File: src/rtl/rv_clint.sv
// rv_clint: core-local interruptor (msip, 64-bit mtime, mtimecmp) for a single RV32 hart.
// Optional mtime prescaler is compiled in by defining CLINT_PRESCALE_EN.
module rv_clint #(
  parameter int unsigned ADDR_W    = 16,
  parameter logic [63:0] MTIME_RST = 64'h0,
  parameter int unsigned PRESCALE  = 1
) (
  input  logic              clk,
  input  logic              rst,
  input  logic              ss,
  input  logic              bstart,
  input  logic              ttype,
  input  logic [1:0]        tsize,
  input  logic [ADDR_W-1:0] addr,
  input  logic [31:0]       wdata,
  output logic [31:0]       rdata,
  output logic              done,
  output logic              irq_sw,
  output logic              irq_timer
);

  localparam int unsigned DATA_W = 32;
  localparam logic [ADDR_W-1:0] OFF_MSIP     = ADDR_W'(16'h0000);
  localparam logic [ADDR_W-1:0] OFF_CMP_LO   = ADDR_W'(16'h4000);
  localparam logic [ADDR_W-1:0] OFF_CMP_HI   = ADDR_W'(16'h4004);
  localparam logic [ADDR_W-1:0] OFF_MTIME_LO = ADDR_W'(16'hBFF8);
  localparam logic [ADDR_W-1:0] OFF_MTIME_HI = ADDR_W'(16'hBFFC);

  if (PRESCALE == 0) begin : g_bad_prescale
    $error("rv_clint: PRESCALE must be at least 1");
  end

  logic              msip;
  logic [63:0]       mtime;
  logic [63:0]       mtime_nxt;
  logic [63:0]       mtimecmp;
  logic [ADDR_W-1:0] addr_word;
  logic [3:0]        be;
  logic [DATA_W-1:0] lane_mask;
  logic [DATA_W-1:0] rd_word;
  logic              acc;
  logic              wr;
  logic              rd;
  logic              sel_msip;
  logic              sel_cmp_lo;
  logic              sel_cmp_hi;
  logic              sel_mtime_lo;
  logic              sel_mtime_hi;
  logic              tick;

  function automatic logic [DATA_W-1:0] merge_lanes(input logic [DATA_W-1:0] old_val,
                                                    input logic [DATA_W-1:0] new_val,
                                                    input logic [DATA_W-1:0] mask);
    return (old_val & ~mask) | (new_val & mask);
  endfunction

  assign acc          = ss && bstart;
  assign wr           = acc && ttype;
  assign rd           = acc && !ttype;
  assign addr_word    = {addr[ADDR_W-1:2], 2'b00};
  assign sel_msip     = (addr_word == OFF_MSIP);
  assign sel_cmp_lo   = (addr_word == OFF_CMP_LO);
  assign sel_cmp_hi   = (addr_word == OFF_CMP_HI);
  assign sel_mtime_lo = (addr_word == OFF_MTIME_LO);
  assign sel_mtime_hi = (addr_word == OFF_MTIME_HI);
  assign irq_sw       = msip;

  // Byte-lane strobes; misaligned or reserved sizes fall back to a full word.
  always_comb begin
    be = 4'b1111;
    case (tsize)
      2'd0:    be = 4'b0001 << addr[1:0];
      2'd1:    be = addr[1] ? 4'b1100 : 4'b0011;
      default: be = 4'b1111;
    endcase
    lane_mask = {{8{be[3]}}, {8{be[2]}}, {8{be[1]}}, {8{be[0]}}};
  end

  always_comb begin
    rd_word = '0;
    if (sel_msip)     rd_word = {31'd0, msip};
    if (sel_cmp_lo)   rd_word = mtimecmp[31:0];
    if (sel_cmp_hi)   rd_word = mtimecmp[63:32];
    if (sel_mtime_lo) rd_word = mtime[31:0];
    if (sel_mtime_hi) rd_word = mtime[63:32];
  end

  // A low-word write freezes the whole counter for that edge; a high-word write drops the carry.
  always_comb begin
    mtime_nxt = tick ? (mtime + 64'd1) : mtime;
    if (wr && sel_mtime_lo) begin
      mtime_nxt = {mtime[63:32], merge_lanes(mtime[31:0], wdata, lane_mask)};
    end else if (wr && sel_mtime_hi) begin
      mtime_nxt = {merge_lanes(mtime[63:32], wdata, lane_mask),
                   tick ? (mtime[31:0] + 32'd1) : mtime[31:0]};
    end
  end

`ifdef CLINT_PRESCALE_EN
  localparam int unsigned PS_W = (PRESCALE > 1) ? $clog2(PRESCALE) : 1;

  logic [PS_W-1:0] ps_cnt;
  logic            mtime_wr;

  assign mtime_wr = wr && (sel_mtime_lo || sel_mtime_hi);
  assign tick     = (ps_cnt == PS_W'(PRESCALE - 1));

  always_ff @(posedge clk) begin
    if (rst || mtime_wr) begin
      ps_cnt <= '0;
    end else if (tick) begin
      ps_cnt <= '0;
    end else begin
      ps_cnt <= ps_cnt + PS_W'(1);
    end
  end
`else
  assign tick = 1'b1;
`endif

  always_ff @(posedge clk) begin
    if (rst) begin
      msip      <= 1'b0;
      mtime     <= MTIME_RST;
      mtimecmp  <= '1;
      rdata     <= '0;
      done      <= 1'b0;
      irq_timer <= 1'b0;
    end else begin
      done      <= acc;
      mtime     <= mtime_nxt;
      irq_timer <= (mtime >= mtimecmp);
      if (rd) rdata <= rd_word;
      if (wr && sel_msip && be[0]) msip <= wdata[0];
      if (wr && sel_cmp_lo) mtimecmp[31:0]  <= merge_lanes(mtimecmp[31:0], wdata, lane_mask);
      if (wr && sel_cmp_hi) mtimecmp[63:32] <= merge_lanes(mtimecmp[63:32], wdata, lane_mask);
    end
  end

endmodule

File: config.mk
export PLATFORM = sky130hd
export DESIGN_NAME = rv_clint
export DESIGN_NICKNAME = d
export VERILOG_FILES = /design/src/rtl/rv_clint.sv
export SDC_FILE = /design/constraint.sdc
export NUM_CORES = 1
export LEC_CHECK = 0
export ABC_AREA = 1
export CAP_MARGIN = 20
export CELL_PAD_IN_SITES_DETAIL_PLACEMENT = 0
export CELL_PAD_IN_SITES_GLOBAL_PLACEMENT = 2
export CORE_ASPECT_RATIO = 1.25
export CORE_MARGIN = 2
export CORE_UTILIZATION = 29
export CTS_CLUSTER_SIZE = 12
export DETAILED_ROUTE_END_ITERATION = 8
export PLACE_DENSITY = 0.74
export SYNTH_ARGS = -nofsm -noshare
export SYNTH_HDL_FRONTEND = slang
export SYNTH_SLANG_ARGS = --single-unit
File: constraint.sdc
create_clock -name clk -period 1.8 [get_ports clk]
set_input_delay 0.36 -clock clk [delete_from_list [all_inputs] [get_ports clk]]
set_output_delay 0.36 -clock clk [all_outputs]
set_load 0.05 [all_outputs]
* Yosys cells after proc, flatten, opt, wreduce, memory -nomap -nowiden
Cells that the tools add are included.
W data, S select, Z words.
** Storage, ports and cells
- Output and inout bits :: 35
- Bits of input ports :: 55
- Register bits after elaboration :: 163
** Operators by class
- Equality and inequality tests :: 5
- Muxes and demuxes :: 9
- Add/subtract/negate cells :: 2
- Bitwise gates (word level) :: 10
- Shift operators :: 1
- Reduce and logical (&&, ||, !) cells :: 12
- $lt $le $gt $ge :: 1
** Operator list (count)
- $and A32 B32 Y32 :: 5
- $mux W32 :: 5
- $or A32 B32 Y32 :: 4
- $add A64 B1 Y64 const B :: 1
- $ge A64 B64 Y1 :: 1
- $mux W64 :: 1
- $add A32 B1 Y32 const B :: 1
- $not A32 Y32 :: 1
- $eq A14 B13 Y1 const B :: 2
- $eq A14 B14 Y1 const B :: 2
- $logic_not A16 Y1 :: 1
- $logic_and A1 B1 Y1 :: 9
- $pmux W4 S2 :: 1
- $mux W4 :: 1
- $shl A1 B2 Y4 const A :: 1
- $eq A2 B1 Y1 const B :: 1
- $logic_not A2 Y1 :: 1
- $logic_not A1 Y1 :: 1
- $mux W1 :: 1

* Depth between registers and ports, before layout
Gate-level depths: netlist of the first run.
- Word-level depth :: 7
- Depth in mapped cells :: 17
- Mapped depth without buffers :: 17

* Worst setup path before layout of the first run
OpenSTA, ideal clock, no wires.
- Kind :: reg-to-reg
- From :: register (tool-made name)
- To :: register (tool-made name)
- Data required time :: 1683 ps
- Library setup time :: 117 ps
- Cell stages (with the launch flop) :: 13
- Setup slack :: 67 ps
- Arrival :: 1616 ps
- Path through :: dfxtp_1 > ha_1 > nand3_2 > nor2_2 > inv_2 > nor2_2 > inv_1 > nor2_1 > nand2_1 > nand2_1 > nand3_1 > nand2_1 > a21oi_1

==> results by group, run 1 <==
Outcome
  – Status: complete, but fails checks
  – Violated checks: negative setup slack

Floorplanning
  – Core area: 38300 sq um
  – DIE AREA: 40600 sq um
  – Row count: 80
  – Die width: 181 um
  – Initial core utilization: 29.5%
  – Chip Height: 225 um
  – Num ports: 90

Routing
  – WL/cell: 22.1 um
  – Vias: 14000
  – Post-Route WL: 60200 um
  – Via/cell ratio: 5.12
  – Residual DRC count: 0
  – DRT Pass-1 Iters: 5
  – DR iter-0 viols: 1045
  – Final antenna-violating net count: 0

Global route
  – Antenna violations before repair: 2
  – Vias in the first global route: 13900
  – Pin count of the biggest net entering global routing: 67
  – Met1 usage: 32.0%
  – M2 GR Usage: 51.5%
  – Busiest grt layer: met2
  – First-pass GRT wire length: 86500 um
  – Total global-route track usage: 29.1%
  – Overflow left after global routing: 0
  – Met3 Track Usage GR: 3.69%

Worst setup path
  – Critical Path Start Type: flip-flop
  – Cell mode on critical path: nand2_1
  – WP data arrival: 2.24 ns
  – CP required: 2.19 ns
  – Number of cells on the worst reg-to-reg path: 10
  – CP Class: reg2reg
  – Slowest CP cell: dfxtp_2
  – CP max FO: 6
  – Crit-path max cell delay: 0.35 ns
  – Critical Path End Type: flip-flop
  – R2R setup slack: -0.05 ns
  – Worst path cell trace: buf_12 -> nand2_2 -> nor2_4 -> nand2_1 -> nor2_2 -> nand3_2 -> or2_2 -> nand3_1 -> nand2_1 -> a21oi_1

Logic synthesis
  – Yosys warns: 0
  – Cell variety after synth: 43
  – Post-Syn Area per Cell: 6.43 sq um
  – Cell area after synthesis: 11300 sq um
  – Syn_nets: 1878
  – Mapped Cells: 1758
  – Register area share after synthesis: 28.9%
  – Yosys reg bits: 163

Placement
  – GPL Wtd Cong: 0.950
  – Placed cell area: 15700 sq um
  – HPWL after detailed placement: 47900 um
  – Pre-CTS setup slack: -0.701 ns
  – Post-Place Cells: 2668
  – Port Buffers: 89

Timing
  – Final setup fails: 2
  – Final Max Slew Viols: 0
  – Clock skew: 0.0123 ns
  – Final hold violation count: 0
  – Tcrit/Tclk final: 103%
  – Tmin final: 1.85 ns
  – Worst Tran Pin Value: 0.579 ns
  – RSZ-0062 raised after global routing: yes
  – Max frequency: 0.540 GHz
  – Final worst setup slack: -0.0503 ns
  – Max_slew headroom: 61.4%
  – Setup TNS: -0.0870 ns

Clock network
  – CTS tree: built
  – Clk_lat worst skew: 0.47 ns
  – Total CTS buffers: 17
  – Hold buffers post-CTS: 0
  – # clock sinks: 163
  – Clock root cell: clkbuf_16
  – Longest Clk Path Bufs: 2
  – Htree depth: 4
  – CTS clock-pin slew for the worst setup and hold paths: 0.07 ns

Flow run
  – Number of max-cap violations: 0

Finish
  – Post-Layout Cell Count: 2727
  – Fillers: 3977
  – Share of post-route cells with drive strength above 1: 37.8%
  – Most common cell after layout, fill and taps aside: nand2_1
  – Fin area: 18100 sq um
  – Area growth syn-to-layout: 60.2%
  – Commonest cells after routing, fill and taps aside: 397 x nand2_1, 386 x buf_4, 185 x inv_1
  – NumNets Final: 2341

Power and ir drop
  – Pwr dens: 457 nW/um^2
  – Maximum VDD drop: 0.680 mV
  – Total Power: 0.00828 W
  – Leak: 8.45 nW

Min path
  – Hold path start: rst
  – Min-Delay Path Class: in2reg
  – Hold depth: 4
==> cell usage after synthesis, drive strengths merged <==
| cell | n | area (sq um) |
|---|---|---|
| nand3b | 4 | 30.0 |
| nor4 | 1 | 6.26 |
| xor2 | 21 | 184 |
| and3 | 1 | 6.26 |
| or2 | 5 | 31.3 |
| o21ai | 95 | 498 |
| dfxtp | 163 | 3260 |
| o211ai | 26 | 255 |
| nor3 | 29 | 198 |
| nand3 | 135 | 706 |
| inv | 216 | 811 |
| o21a | 3 | 22.5 |
| a41oi | 1 | 8.76 |
| a21o | 1 | 7.51 |
| clkbuf | 39 | 146 |
| ha | 65 | 813 |
| nor3b | 2 | 15.0 |
| nand2 | 470 | 1770 |
| nand4 | 32 | 200 |
| a31oi | 1 | 6.26 |
| a21oi | 147 | 747 |
| buf | 23 | 128 |
| nor2 | 212 | 871 |
| xnor2 | 1 | 8.76 |
| and2 | 1 | 6.26 |
| and3b | 1 | 8.76 |
| o221ai | 63 | 552 |
==> per-stage QoR <==
step,utilization [%],hold slack [ns]
final,47.2,0.458
after global routing,47.2,0.469
after CTS,44.1,0.446
after detailed placement,40.9,0.459
after global placement,40.9,0.454
after floorplan,-,0.461
==> logic make-up (layout without fill, tap and decap cells) <==
group | after synthesis | count (layout) | synth area share, %
compound gates | 337 | 337 | 18.6
xor+xnor | 22 | 22 | 1.70
fa+ha+maj | 65 | 65 | 7.20
buf+inv | 278 | 754 | 9.60
flops | 163 | 163 | 28.9
other cells | 0 | 1 | 0
simple gates | 893 | 893 | 34.1
==> repair_timing <==
item | CTS | global route
gates resized for setup | 181 | 287
pin swaps | 25 | 59
buffers inserted | 8 | 16
setup endpoints to repair | 129 | 150
endpoints found under the hold margin | 0 | 0
cloned | 1 | 1
==> area by class of cell <==
| cell class | instances | area [sq um] | share of cell area, % |
|---|---|---|---|
| Antenna cell | 1 | 2.50 | 0.0138 |
| Clock buffer | 25 | 495 | 2.74 |
| Sequential cell | 163 | 3380 | 18.6 |
| Timing Repair Buffer | 506 | 4470 | 24.7 |
| Clock inverter | 7 | 97.6 | 0.539 |
| Tap cell | 492 | 616 | 3.40 |
| Multi-Input combinational cell | 1317 | 8230 | 45.4 |
| Inverter | 216 | 827 | 4.57 |
==> worst max path at each step <==
stage / startpoint / to / slack [ns] / depth (start not counted)
6_report: flip-flop / flip-flop / -0.05 / 10
5_1_grt: flip-flop / irq_timer / -0.14 / 12
4_1_cts: flip-flop / irq_timer / -0.08 / 11
3_5_place_dp: addr[11] / rdata[17] / -0.70 / 11
3_3_place_gp: addr[10] / rdata[17] / -0.69 / 11
2_1_floorplan: flip-flop / flip-flop / 0.07 / 12
==> routing by layer <==
layer | vias up | part of all wire (%)
li1 | 6790 | -
met1 | 6622 | 39
met2 | 404 | 50
met3 | 159 | 3.9
met4 | 0 | 7.7
met5 | - | 0
==> power breakdown <==
group,leakage (nW),internal (W),switching [W]
Combinational,6.82,0.000344,0.000499
Sequential,1.34,0.00360,0.0000185
Clock,0.284,0.00219,0.00162
Total,8.45,0.00614,0.00214
==> worst max-delay path: cells and delay by family, from the launching register on <==
| kind | cells | cell delay [ns] |
|---|---|---|
| AOI/OAI and AO/OA | 1 | 0.11 |
| buffers and inverters | 1 | 0.13 |
| DFF | 1 | 0.35 |
| and+or+nand+nor | 8 | 1.19 |
Note: power is estimated with default switching activity, not from simulation.
==> inputs of run 2 (changes only) <==
==> config.mk (replaced) <==
export PLATFORM = sky130hd
export DESIGN_NAME = rv_clint
export DESIGN_NICKNAME = d
export VERILOG_FILES = /design/src/rtl/rv_clint.sv
export SDC_FILE = /design/constraint.sdc
export NUM_CORES = 1
export LEC_CHECK = 0
export ABC_AREA = 1
export CAP_MARGIN = 20
export CORE_ASPECT_RATIO = 1.25
export CORE_MARGIN = 2
export CORE_UTILIZATION = 40
export CTS_CLUSTER_SIZE = 12
export DETAILED_ROUTE_END_ITERATION = 8
export PLACE_DENSITY = 0.59
export SYNTH_ARGS = -nofsm -noshare
export SYNTH_HDL_FRONTEND = slang
export SYNTH_SLANG_ARGS = --single-unit
==> results by group, run 2 (synthesis gave the netlist of run 1 again) <==
Timing
  – Final worst hold slack: 0.368 ns (was 0.458 ns)
  – Tmin final: 1.82 ns (was 1.85 ns)
  – Final setup fails: 1 (was 2)
  – Final hold violation count: 0 (unchanged)
  – Final worst setup slack: -0.0201 ns (was -0.0503 ns)
  – Clock skew: 0.0134 ns (was 0.0123 ns)
  – Worst Tran Pin Value: 0.671 ns (was 0.579 ns)
  – Max_slew headroom: 55.3% (was 61.4%)
  – Tcrit/Tclk final: 101% (was 103%)
  – Max frequency: 0.549 GHz (was 0.540 GHz)
  – RSZ-0062 raised after global routing: yes (unchanged)
  – Final Max Slew Viols: 0 (unchanged)

Finish
  – Antenna fix cells: 0 (was 1)
  – Most common cell after layout, fill and taps aside: nand2_1 (unchanged)
  – NumNets Final: 2295 (was 2341)
  – Commonest cells after routing, fill and taps aside: 432 x nand2_1, 366 x buf_4, 191 x inv_1 (was 397 x nand2_1, 386 x buf_4, 185 x inv_1)
  – Share of post-route cells with drive strength above 1: 33.2% (was 37.8%)
  – Area growth syn-to-layout: 49.7% (was 60.2%)
  – Fin area: 16900 sq um (was 18100 sq um)

Routing
  – Post-Route WL: 53100 um (was 60200 um)
  – WL/cell: 20.9 um (was 22.1 um)
  – Final antenna-violating net count: 0 (unchanged)
  – Vias: 14100 (was 14000)
  – DR iter-0 viols: 1078 (was 1045)
  – Via/cell ratio: 5.55 (was 5.12)
  – DRT Pass-1 Iters: 5 (unchanged)
  – Residual DRC count: 0 (unchanged)

Global route
  – Overflow left after global routing: 0 (unchanged)
  – Antenna violations before repair: 0 (was 2)
  – First-pass GRT wire length: 78000 um (was 86500 um)
  – Vias in the first global route: 13400 (was 13900)
  – Total global-route track usage: 35.2% (was 29.1%)
  – Pin count of the biggest net entering global routing: 58 (was 67)

Min path
  – Hold path start: rst (unchanged)
  – Hold depth: 3 (was 4)
  – Min-Delay Path Class: in2reg (unchanged)

Outcome
  – Status: complete, but fails checks (unchanged)
  – Violated checks: negative setup slack (unchanged)

Worst setup path
  – Critical Path Start Type: flip-flop (unchanged)
  – CP max FO: 3 (was 6)
  – CP Class: reg2reg (unchanged)
  – Crit-path max cell delay: 0.34 ns (was 0.35 ns)
  – Slowest CP cell: dfxtp_1 (was dfxtp_2)
  – CP required: 2.15 ns (was 2.19 ns)
  – Worst path cell trace: ha_1 -> nand2_1 -> o21ai_0 -> a21oi_1 -> nand2_1 -> a21oi_2 -> nand3_2 -> nand2_1 -> inv_1 (was buf_12 -> nand2_2 -> nor2_4 -> nand2_1 -> nor2_2 -> nand3_2 -> or2_2 -> nand3_1 -> nand2_1 -> a21oi_1)
  – WP data arrival: 2.17 ns (was 2.24 ns)
  – Critical Path End Type: flip-flop (unchanged)
  – Cell mode on critical path: nand2_1 (unchanged)
  – R2R setup slack: -0.02 ns (was -0.05 ns)
  – RR Endpoint: irq_timer
  – Number of cells on the worst reg-to-reg path: 9 (was 10)

Power and ir drop
  – Pwr dens: 491 nW/um^2 (was 457 nW/um^2)
  – Maximum VDD drop: 0.509 mV (was 0.680 mV)
  – Total Power: 0.00831 W (was 0.00828 W)
  – Leak: 7.91 nW (was 8.45 nW)

Floorplanning
  – Num ports: 90 (unchanged)
  – Row count: 68 (was 80)
  – Chip Height: 192 um (was 225 um)
  – Core area: 27700 sq um (was 38300 sq um)
  – Initial core utilization: 40.8% (was 29.5%)
  – Die width: 154 um (was 181 um)
  – DIE AREA: 29600 sq um (was 40600 sq um)

Clock network
  – Longest Clk Path Bufs: 2 (unchanged)
  – CTS clock-pin slew for the worst setup and hold paths: 0.07 ns (about the same)
  – Total CTS buffers: 17 (unchanged)
  – CTS tree: built (unchanged)
  – Clock root cell: clkbuf_16 (unchanged)
  – Clk_lat worst skew: 0.45 ns (was 0.47 ns)
  – # clock sinks: 163 (unchanged)
  – Htree depth: 4 (unchanged)

Placement
  – GPL Wtd Cong: 1.03 (was 0.950)
  – Placed cell area: 15200 sq um (was 15700 sq um)
  – Pre-CTS setup slack: -0.568 ns (was -0.701 ns)
  – Port Buffers: 89 (unchanged)
  – HPWL after detailed placement: 41000 um (was 47900 um)

Flow run
  – Number of max-cap violations: 0 (unchanged)
run 2: changes by cell type in the layout (fill, tap and decap cells not counted), moves of 15 or more:
cell and change:
nand2_2 -18, buf_4 -20, buf_6 -18, nor2_1 +21, nand2_1 +35, nor2_4 -32
nand2_4 -15
run 2: power breakdown:
part,switching (W),internal [W],total [W]
registers,0.0000207,0.00361,0.00363
logic,0.000482,0.000316,0.000798
clock network,0.00166,0.00222,0.00389
run 2: layer usage:
metal | track usage, % | up-vias | share of wire [%]
li1 | - | 6696 | -
met1 | 43.4 | 6620 | 40
met2 | 59.0 | 605 | 47
met3 | 5.28 | 151 | 6.6
met4 | 19.4 | 0 | 5.9
met5 | 0 | - | 0
run 2: timing repair:
action	in CTS	in global routing
pin swaps	6	62
gates resized for setup	72	230
gates cloned	0	1
buffers inserted	3	12
hold buffers	0	0
setup endpoints to repair	82	157
run 2: critical path: cells and delay by family, from the launching register on:
family          cells  cell delay, ns
fa+ha+maj           1            0.33
simple gates        4            0.40
compound gates      3            0.61
buf+inv             1            0.04
flops               1            0.34
run 2: area by class of cell:
cell class                      instances  area (sq um)
Inverter                              216           823
Multi-Input combinational cell       1317          7710
Tap cell                              350           438
Timing Repair Buffer                  460          3980
Clock buffer                           20           447
Fill cell                            2692         10800
Clock inverter                         11           156
Sequential cell                       163          3370
run 2: per-stage QoR:
step                      utilization, %  TNS [ns]  cells
after floorplan                        -         0   1758
after global placement              54.8    -67.66   2490
after detailed placement            54.8    -70.51   2490
after CTS                           57.8   -0.0715   2524
after global routing                61.0    -0.785   2537
final                               61.0   -0.0201   2537
run 2: worst max path at each step:
stage / slack, ns / to / cells after the start / startpoint
2_1_floorplan: 0.07 / flip-flop / 12 / flip-flop
3_3_place_gp: -0.53 / rdata[29] / 11 / addr[11]
3_5_place_dp: -0.57 / rdata[10] / 11 / addr[11]
4_1_cts: -0.02 / flip-flop / 11 / flip-flop
5_1_grt: -0.09 / flip-flop / 11 / flip-flop
6_report: -0.02 / irq_timer / 9 / flip-flop
==> inputs of run 3 (changes only) <==
--- a/config.mk
+++ b/config.mk
@@ -16,3 +16,4 @@
 export SYNTH_ARGS = -nofsm -noshare
 export SYNTH_HDL_FRONTEND = slang
 export SYNTH_SLANG_ARGS = --single-unit
+export TNS_END_PERCENT = 20
==> results by group, run 3 (synthesis gave the netlist of run 1 again) <==
Worst setup path
  – Worst path cell trace: inv_1 -> ha_1 -> nand4_1 -> nor3_2 -> buf_4 -> and2_4 -> and3_4 -> nand2_1 -> nand3_2 -> nand2_1 -> inv_1 (was ha_1 -> nand2_1 -> o21ai_0 -> a21oi_1 -> nand2_1 -> a21oi_2 -> nand3_2 -> nand2_1 -> inv_1)
  – Critical Path Start Type: flip-flop (unchanged)
  – CP Class: reg2reg (unchanged)
  – RR Endpoint: irq_timer (unchanged)
  – Number of cells on the worst reg-to-reg path: 11 (was 9)
  – WP data arrival: 2.21 ns (was 2.17 ns)
  – CP required: 2.20 ns (was 2.15 ns)
  – R2R setup slack: -0.01 ns (was -0.02 ns)
  – Slowest CP cell: dfxtp_1 (unchanged)
  – Crit-path max cell delay: 0.32 ns (was 0.34 ns)
  – Critical Path End Type: flip-flop (unchanged)
  – CP max FO: 2 (was 3)

Finish
  – Fin area: 16900 sq um (about the same)
  – Commonest cells after routing, fill and taps aside: 433 x nand2_1, 368 x buf_4, 191 x inv_1 (was 432 x nand2_1, 366 x buf_4, 191 x inv_1)
  – Area growth syn-to-layout: 49.4% (was 49.7%)
  – Most common cell after layout, fill and taps aside: nand2_1 (unchanged)
  – Post-Layout Cell Count: 2537 (unchanged)
  – Antenna fix cells: 0 (unchanged)
  – Share of post-route cells with drive strength above 1: 32.8% (was 33.2%)
  – Fillers: 2699 (was 2692)
  – NumNets Final: 2295 (unchanged)

Routing
  – Vias: 14000 (was 14100)
  – Final antenna-violating net count: 0 (unchanged)
  – DR iter-0 viols: 1061 (was 1078)
  – DRT Pass-1 Iters: 6 (was 5)
  – WL/cell: 20.9 um (about the same)
  – Via/cell ratio: 5.53 (was 5.55)
  – Post-Route WL: 53000 um (was 53100 um)
  – Residual DRC count: 0 (unchanged)

Min path
  – Hold path start: rst (unchanged)
  – Hold depth: 3 (unchanged)
  – Min-Delay Path Class: in2reg (unchanged)

Flow run
  – Number of max-cap violations: 0 (unchanged)

Timing
  – Final Max Slew Viols: 0 (unchanged)
  – Clock skew: 0.0130 ns (was 0.0134 ns)
  – Tcrit/Tclk final: 101% (about the same)
  – RSZ-0062 raised after global routing: yes (unchanged)
  – Final hold violation count: 0 (unchanged)
  – Max_slew headroom: 55.5% (was 55.3%)
  – Final worst setup slack: -0.0133 ns (was -0.0201 ns)
  – Final worst hold slack: 0.368 ns (about the same)
  – Tmin final: 1.81 ns (was 1.82 ns)
  – Setup TNS: -0.0221 ns (was -0.0201 ns)
  – Worst Tran Pin Value: 0.667 ns (was 0.671 ns)
  – Final setup fails: 2 (was 1)
  – Max frequency: 0.551 GHz (was 0.549 GHz)

Global route
  – Pin count of the biggest net entering global routing: 58 (unchanged)
  – Overflow left after global routing: 0 (unchanged)
  – First-pass GRT wire length: 78000 um (unchanged)
  – Total global-route track usage: 35.2% (unchanged)
  – Antenna violations before repair: 0 (unchanged)
  – Vias in the first global route: 13400 (unchanged)

Clock network
  – Clk_lat worst skew: 0.45 ns (about the same)
  – Hold buffers post-CTS: 0 (unchanged)
  – # clock sinks: 163 (unchanged)
  – Total CTS buffers: 17 (unchanged)
  – Clock root cell: clkbuf_16 (unchanged)
  – Htree depth: 4 (unchanged)
  – Longest Clk Path Bufs: 2 (unchanged)
  – CTS tree: built (unchanged)
  – CTS clock-pin slew for the worst setup and hold paths: 0.07 ns (about the same)

Placement
  – HPWL after detailed placement: 41000 um (unchanged)
  – Port Buffers: 89 (unchanged)
  – GPL Wtd Cong: 1.03 (unchanged)
  – Pre-CTS setup slack: -0.568 ns (unchanged)
  – Placed cell area: 15200 sq um (unchanged)
  – Post-Place Cells: 2490 (unchanged)

Floorplanning
  – Core area: 27700 sq um (unchanged)
  – Die width: 154 um (unchanged)
  – Num ports: 90 (unchanged)
  – Row count: 68 (unchanged)
  – Chip Height: 192 um (unchanged)
  – Initial core utilization: 40.8% (unchanged)
  – DIE AREA: 29600 sq um (unchanged)

Power and ir drop
  – Pwr dens: 491 nW/um^2 (about the same)
  – Maximum VDD drop: 0.509 mV (about the same)
  – Leak: 7.88 nW (was 7.91 nW)

Outcome
  – Violated checks: negative setup slack (unchanged)
  – Status: complete, but fails checks (unchanged)
==> run 3: per-layer routing <==
layer  share of wire (%)  global-route usage (%)
met1                  41                    43.4
met2                  47                    59.0
met3                 6.6                    5.28
met4                 5.7                    19.4
met5                   0                       0
==> run 3: how the worst max path moves through the flow <==
stage	startpoint	end	depth (start not counted)
2_1_floorplan	flip-flop	flip-flop	12
3_3_place_gp	addr[11]	rdata[29]	11
3_5_place_dp	addr[11]	rdata[10]	11
4_1_cts	flip-flop	flip-flop	11
5_1_grt	flip-flop	flip-flop	11
6_report	flip-flop	irq_timer	11
==> run 3: power by group <==
| part | switching [W] | internal [W] |
|---|---|---|
| sequential | 0.0000208 | 0.00361 |
| clock | 0.00165 | 0.00222 |
| combinational | 0.000481 | 0.000316 |
==> run 3: critical path: cells and delay by family, from the launching register on <==
family	cells	cell delay [ns]
and+or+nand+nor	7	0.88
DFF	1	0.32
adders and majority gates	1	0.29
buffers and inverters	3	0.26
==> run 3: timing repair <==
item                                    CTS  global route
resized for setup                        72           219
buffers inserted                          3            12
gates cloned                              0             1
pin swaps                                 6            50
endpoints found under the setup margin   82           157
==> run 3: per-stage QoR <==
| step | utilization [%] | power [W] |
|---|---|---|
| after floorplan | - | 0.00404 |
| after global placement | 54.8 | 0.00448 |
| after detailed placement | 54.8 | 0.00449 |
| after CTS | 57.8 | 0.00831 |
| after global routing | 60.9 | 0.00856 |
| final | 60.9 | 0.00830 |
==> run 3: cell type report <==
type,instances,area (sq um),area share [%]
clock buffers,20,447,2.65
clock inverters,11,156,0.926
inverters,216,823,4.88
multi-input cells,1317,7680,45.5
flip-flops and latches,163,3360,19.9
well taps,350,438,2.59
repair buffers,460,3980,23.5
==> patch 1, RTL diff (flow settings as in run 1) <==
`ADDR_W`: 16 -> 14.
--- a/src/rtl/rv_clint.sv
+++ b/src/rtl/rv_clint.sv
@@ -2,5 +2,5 @@
 // Optional mtime prescaler is compiled in by defining CLINT_PRESCALE_EN.
 module rv_clint #(
-  parameter int unsigned ADDR_W    = 16,
+  parameter int unsigned ADDR_W    = 14,
   parameter logic [63:0] MTIME_RST = 64'h0,
   parameter int unsigned PRESCALE  = 1
Interface: changed (resized addr); port bits go from 90 to 88. The function was not compared with the original's and may differ.
==> patch 1 against run 1 <==
  * The run still ends with negative setup slack left
  * Sequential cell count is the same
  * Non-clock buffer count shrank 44
  * Via count shrank 0.92%
  * Core utilization shrank 1.7 points
  * Routed wire length shrank 7.4%
  * Critical path depth grew 3
  * Synthesized area grew 0.65%
  * Clock skew shrank 0.0013 ns
  * Total power grew 1.2%
  * Sequential share of layout area grew 0.30 points
  * Final area shrank 2.1%
  * Setup slack lost 0.0033 ns
  * Largest cell class unchanged
==> patch 1: results <==
{
  "synthDistinctLibCells": 32,
  "layout.nets": 2404,
  "antenna_found_initial": 0,
  "yosys-top-cells-count": "nand2_1, inv_1, nor2_1, dfxtp_1, o21ai_0",
  "slowest_stage": "dfxtp_2",
  "cp_max_fo": 4,
  "outcome": "complete, but fails checks",
  "r2r_end": "irq_timer$_SDFF_PP0_",
  "n_antenna_cell": 0,
  "grt_pass1_wl_mm": 82.21,
  "synth_area_leaders": "dfxtp_1, nand2_1, inv_1",
  "synth-warning-count": 0,
  "drive_gt1_share_pct": 33.01,
  "setup_viol": 7,
  "first_iter_violations": 787,
  "async_reset_ff_share_pct": 0,
  "holdPathStages": 4,
  "violations": "negative setup slack",
  "leakage_uw": 0.008599,
  "fin_ws_ns": -0.05358,
  "grt_usage_pct": 27.00,
  "synthAdderAreaFrac_pct": 7.148,
  "end_kind": "flip-flop",
  "clk_pin_slew_ns": 0.07,
  "synth_nets": 1990,
  "routed_wl_mm": 55.73,
  "gp_congestion": 0.9981,
  "io_buffer_count": 87,
  "via_per_inst": 4.951,
  "hold_class": "in -> reg",
  "yosysSeqAreaShare_pct": 28.68,
  "p_int_uw": 6227,
  "peakVddDrop_mv": 0.5555,
  "hpwl_mm": 44.18,
  "grt_pass1_vias": 13554,
  "fillers": 4120,
  "synth_compound_gate_area_share_pct": 18.66,
  "dp_slack_ns": -0.6203,
  "synthXorXnorAreaFrac_pct": 1.540,
  "clk_latency_ns": 0.46,
  "hold_path.startpoint": "bstart",
  "fin_skew_ns": 0.01105,
  "slew_headroom_pct": 67.86,
  "grt_max_degree": 69,
  "tns_ns": -0.1409,
  "worstSetupPathDepth": 13
}
patch 1: timing repair:
item                                    CTS  global route
endpoints found under the setup margin   75           158
resized for setup                       172           317
gates cloned                              0             1
buffers inserted                          9             9
pin swaps                                19            82
hold buffers                              0             0
patch 1: per-stage QoR:
step           instances  instance area, µm²  hold WS (ns)
2_1_floorplan       1872               11380        0.4342
3_3_place_gp        2747               15510        0.4522
3_5_place_dp        2747               15510        0.4576
4_1_cts             2788               16670        0.3081
5_1_grt             2797               17740        0.3225
6_report            2797               17740        0.2963
patch 1: power by group through the flow:
stage / sequential, µW / clock, µW / combinational [µW]
CTS: 3610 / 4140 / 691
detailed placement: 3700 / 0 / 669
global placement: 3700 / 0 / 670
floorplan: 3700 / 0 / 236
finish: 3600 / 4050 / 720
global route: 3600 / 4260 / 770
patch 1: area by class of cell:
cell class	instances	area, µm²	share of cell area [%]
Inverter	276	1054	5.940
Clock buffer	20	436.7	2.462
Clock inverter	12	181.4	1.023
Sequential cell	163	3361	18.95
Timing Repair Buffer	462	4110	23.17
Tap cell	498	623.1	3.513
Multi-Input combinational cell	1366	7971	44.94
patch 1: metal layers:
layer	share of wire [%]	track usage [%]
met2	50	48.77
met3	3.3	2.909
met1	43	32.51
met4	3.7	11.20
met5	0	0
patch 1: worst reg2reg max path, cell delays in order, from the launching register on:
cell     delay [ns]
dfxtp_2        0.34
buf_6          0.12
ha_1           0.29
nand2_1        0.07
nor2_2         0.15
nand2_1        0.12
nor2_4         0.10
buf_6          0.12
nand2_1        0.05
nand2_1        0.05
nor2_1         0.05
nand2_2        0.11
nand2_2        0.07
a21oi_2        0.14
==> patch 2, RTL diff (settings of run 1) <==
Without the edit above. The output `done` loses its register stage (`done` becomes a continuous assignment).
--- a/src/rtl/rv_clint.sv
+++ b/src/rtl/rv_clint.sv
@@ -125,8 +125,6 @@
       mtimecmp  <= '1;
       rdata     <= '0;
-      done      <= 1'b0;
       irq_timer <= 1'b0;
     end else begin
-      done      <= acc;
       mtime     <= mtime_nxt;
       irq_timer <= (mtime >= mtimecmp);
@@ -138,4 +136,6 @@
   end
 
+  assign done = acc;
+
 endmodule
 
Function: changed (Yosys sat finds a counterexample within 4 cycles, from zero or initial values and one cycle with rst high).
==> patch 2 against run 1 <==
  * Cell count fell by 0.77%
  * Setup slack improved by 0.068 ns
  * Non-clock buffer count fell by 20
  * Fmax rose by 3.8%
  * Synthesized area fell by 2.0%
  * Sequential power barely moved
  * Largest cell class unchanged
  * Routed wire length fell by 3.3%
  * Total power barely moved
  * Sequential cell count fell by 1
  * Critical path type unchanged
  * Clock skew rose by 0.0012 ns
  * Final area fell by 3.1%
==> patch 2: results <==
{
  "grt_max_degree": 49,
  "layout.nets": 2322,
  "fillers": 3994,
  "hpwl_mm": 46.61,
  "antenna_found_initial": 0,
  "synthCells": 1762,
  "nClkBuffers": 21,
  "synth_seq_cells": 162,
  "num-nonclk-buffers": 486,
  "multi_input_cells": 1325,
  "dp_slack_ns": -0.7468,
  "routed_wl_mm": 58.23,
  "design_area_um2": 17550,
  "num_vias": 14002,
  "synthXorXnorAreaFrac_pct": 1.502,
  "sh_seq_area_pct": 19.14,
  "fin_skew_ns": 0.01352,
  "p_sw_share_pct": 26.95,
  "synth_area_leaders": "dfxtp_1, nand2_1, ha_1",
  "wl_per_cell_um": 21.52,
  "multi_input_area_um2": 7941,
  "place_area_um2": 15410,
  "dp_cells": 2658,
  "leakage_uw": 0.007983,
  "synth_nets": 1882,
  "synthAdderAreaFrac_pct": 7.339,
  "slowest_delay_ns": 0.38,
  "yosys-top-cells-count": "nand2_1, nor2_1, inv_1, dfxtp_1, a21oi_1",
  "peakVddDrop_mv": 0.6494,
  "slew_headroom_pct": 59.77,
  "clk_share_pct": 3.343,
  "outcome": "finished clean",
  "cp_max_fo": 4
}
[patch 2: changes by cell type in the layout (fill, tap and decap cells not counted), sizes merged, moves of 5 or more]
cell    change
buf        -21
nand3       +5
o211ai      +6
nor3        -6
nor2        +6
[patch 2: layer usage]
layer / global-route usage [%] / part of all wire [%]
met1: 33.75 / 40
met2: 50.86 / 50
met3: 3.474 / 4.1
met4: 16.21 / 6.4
met5: 0 / 0
[patch 2: final timing paths]
kind,from,to,slack [ns],cells after the start
worst max-delay path,flip-flop,flip-flop,0.02,8
worst min-delay path,rst,flip-flop,0.41,4
worst max register to register,flip-flop,flip-flop,0.02,8
worst min register to register,rdata[25]$_SDFFE_PP0P_,rdata[25]$_SDFFE_PP0P_,0.47,2
[patch 2: repair_timing]
action / 4_1_cts / 5_1_grt
cloned: 0 / 2
pin swaps: 15 / 78
gates resized for setup: 126 / 295
setup buffers: 2 / 15
endpoints found under the setup margin: 123 / 156
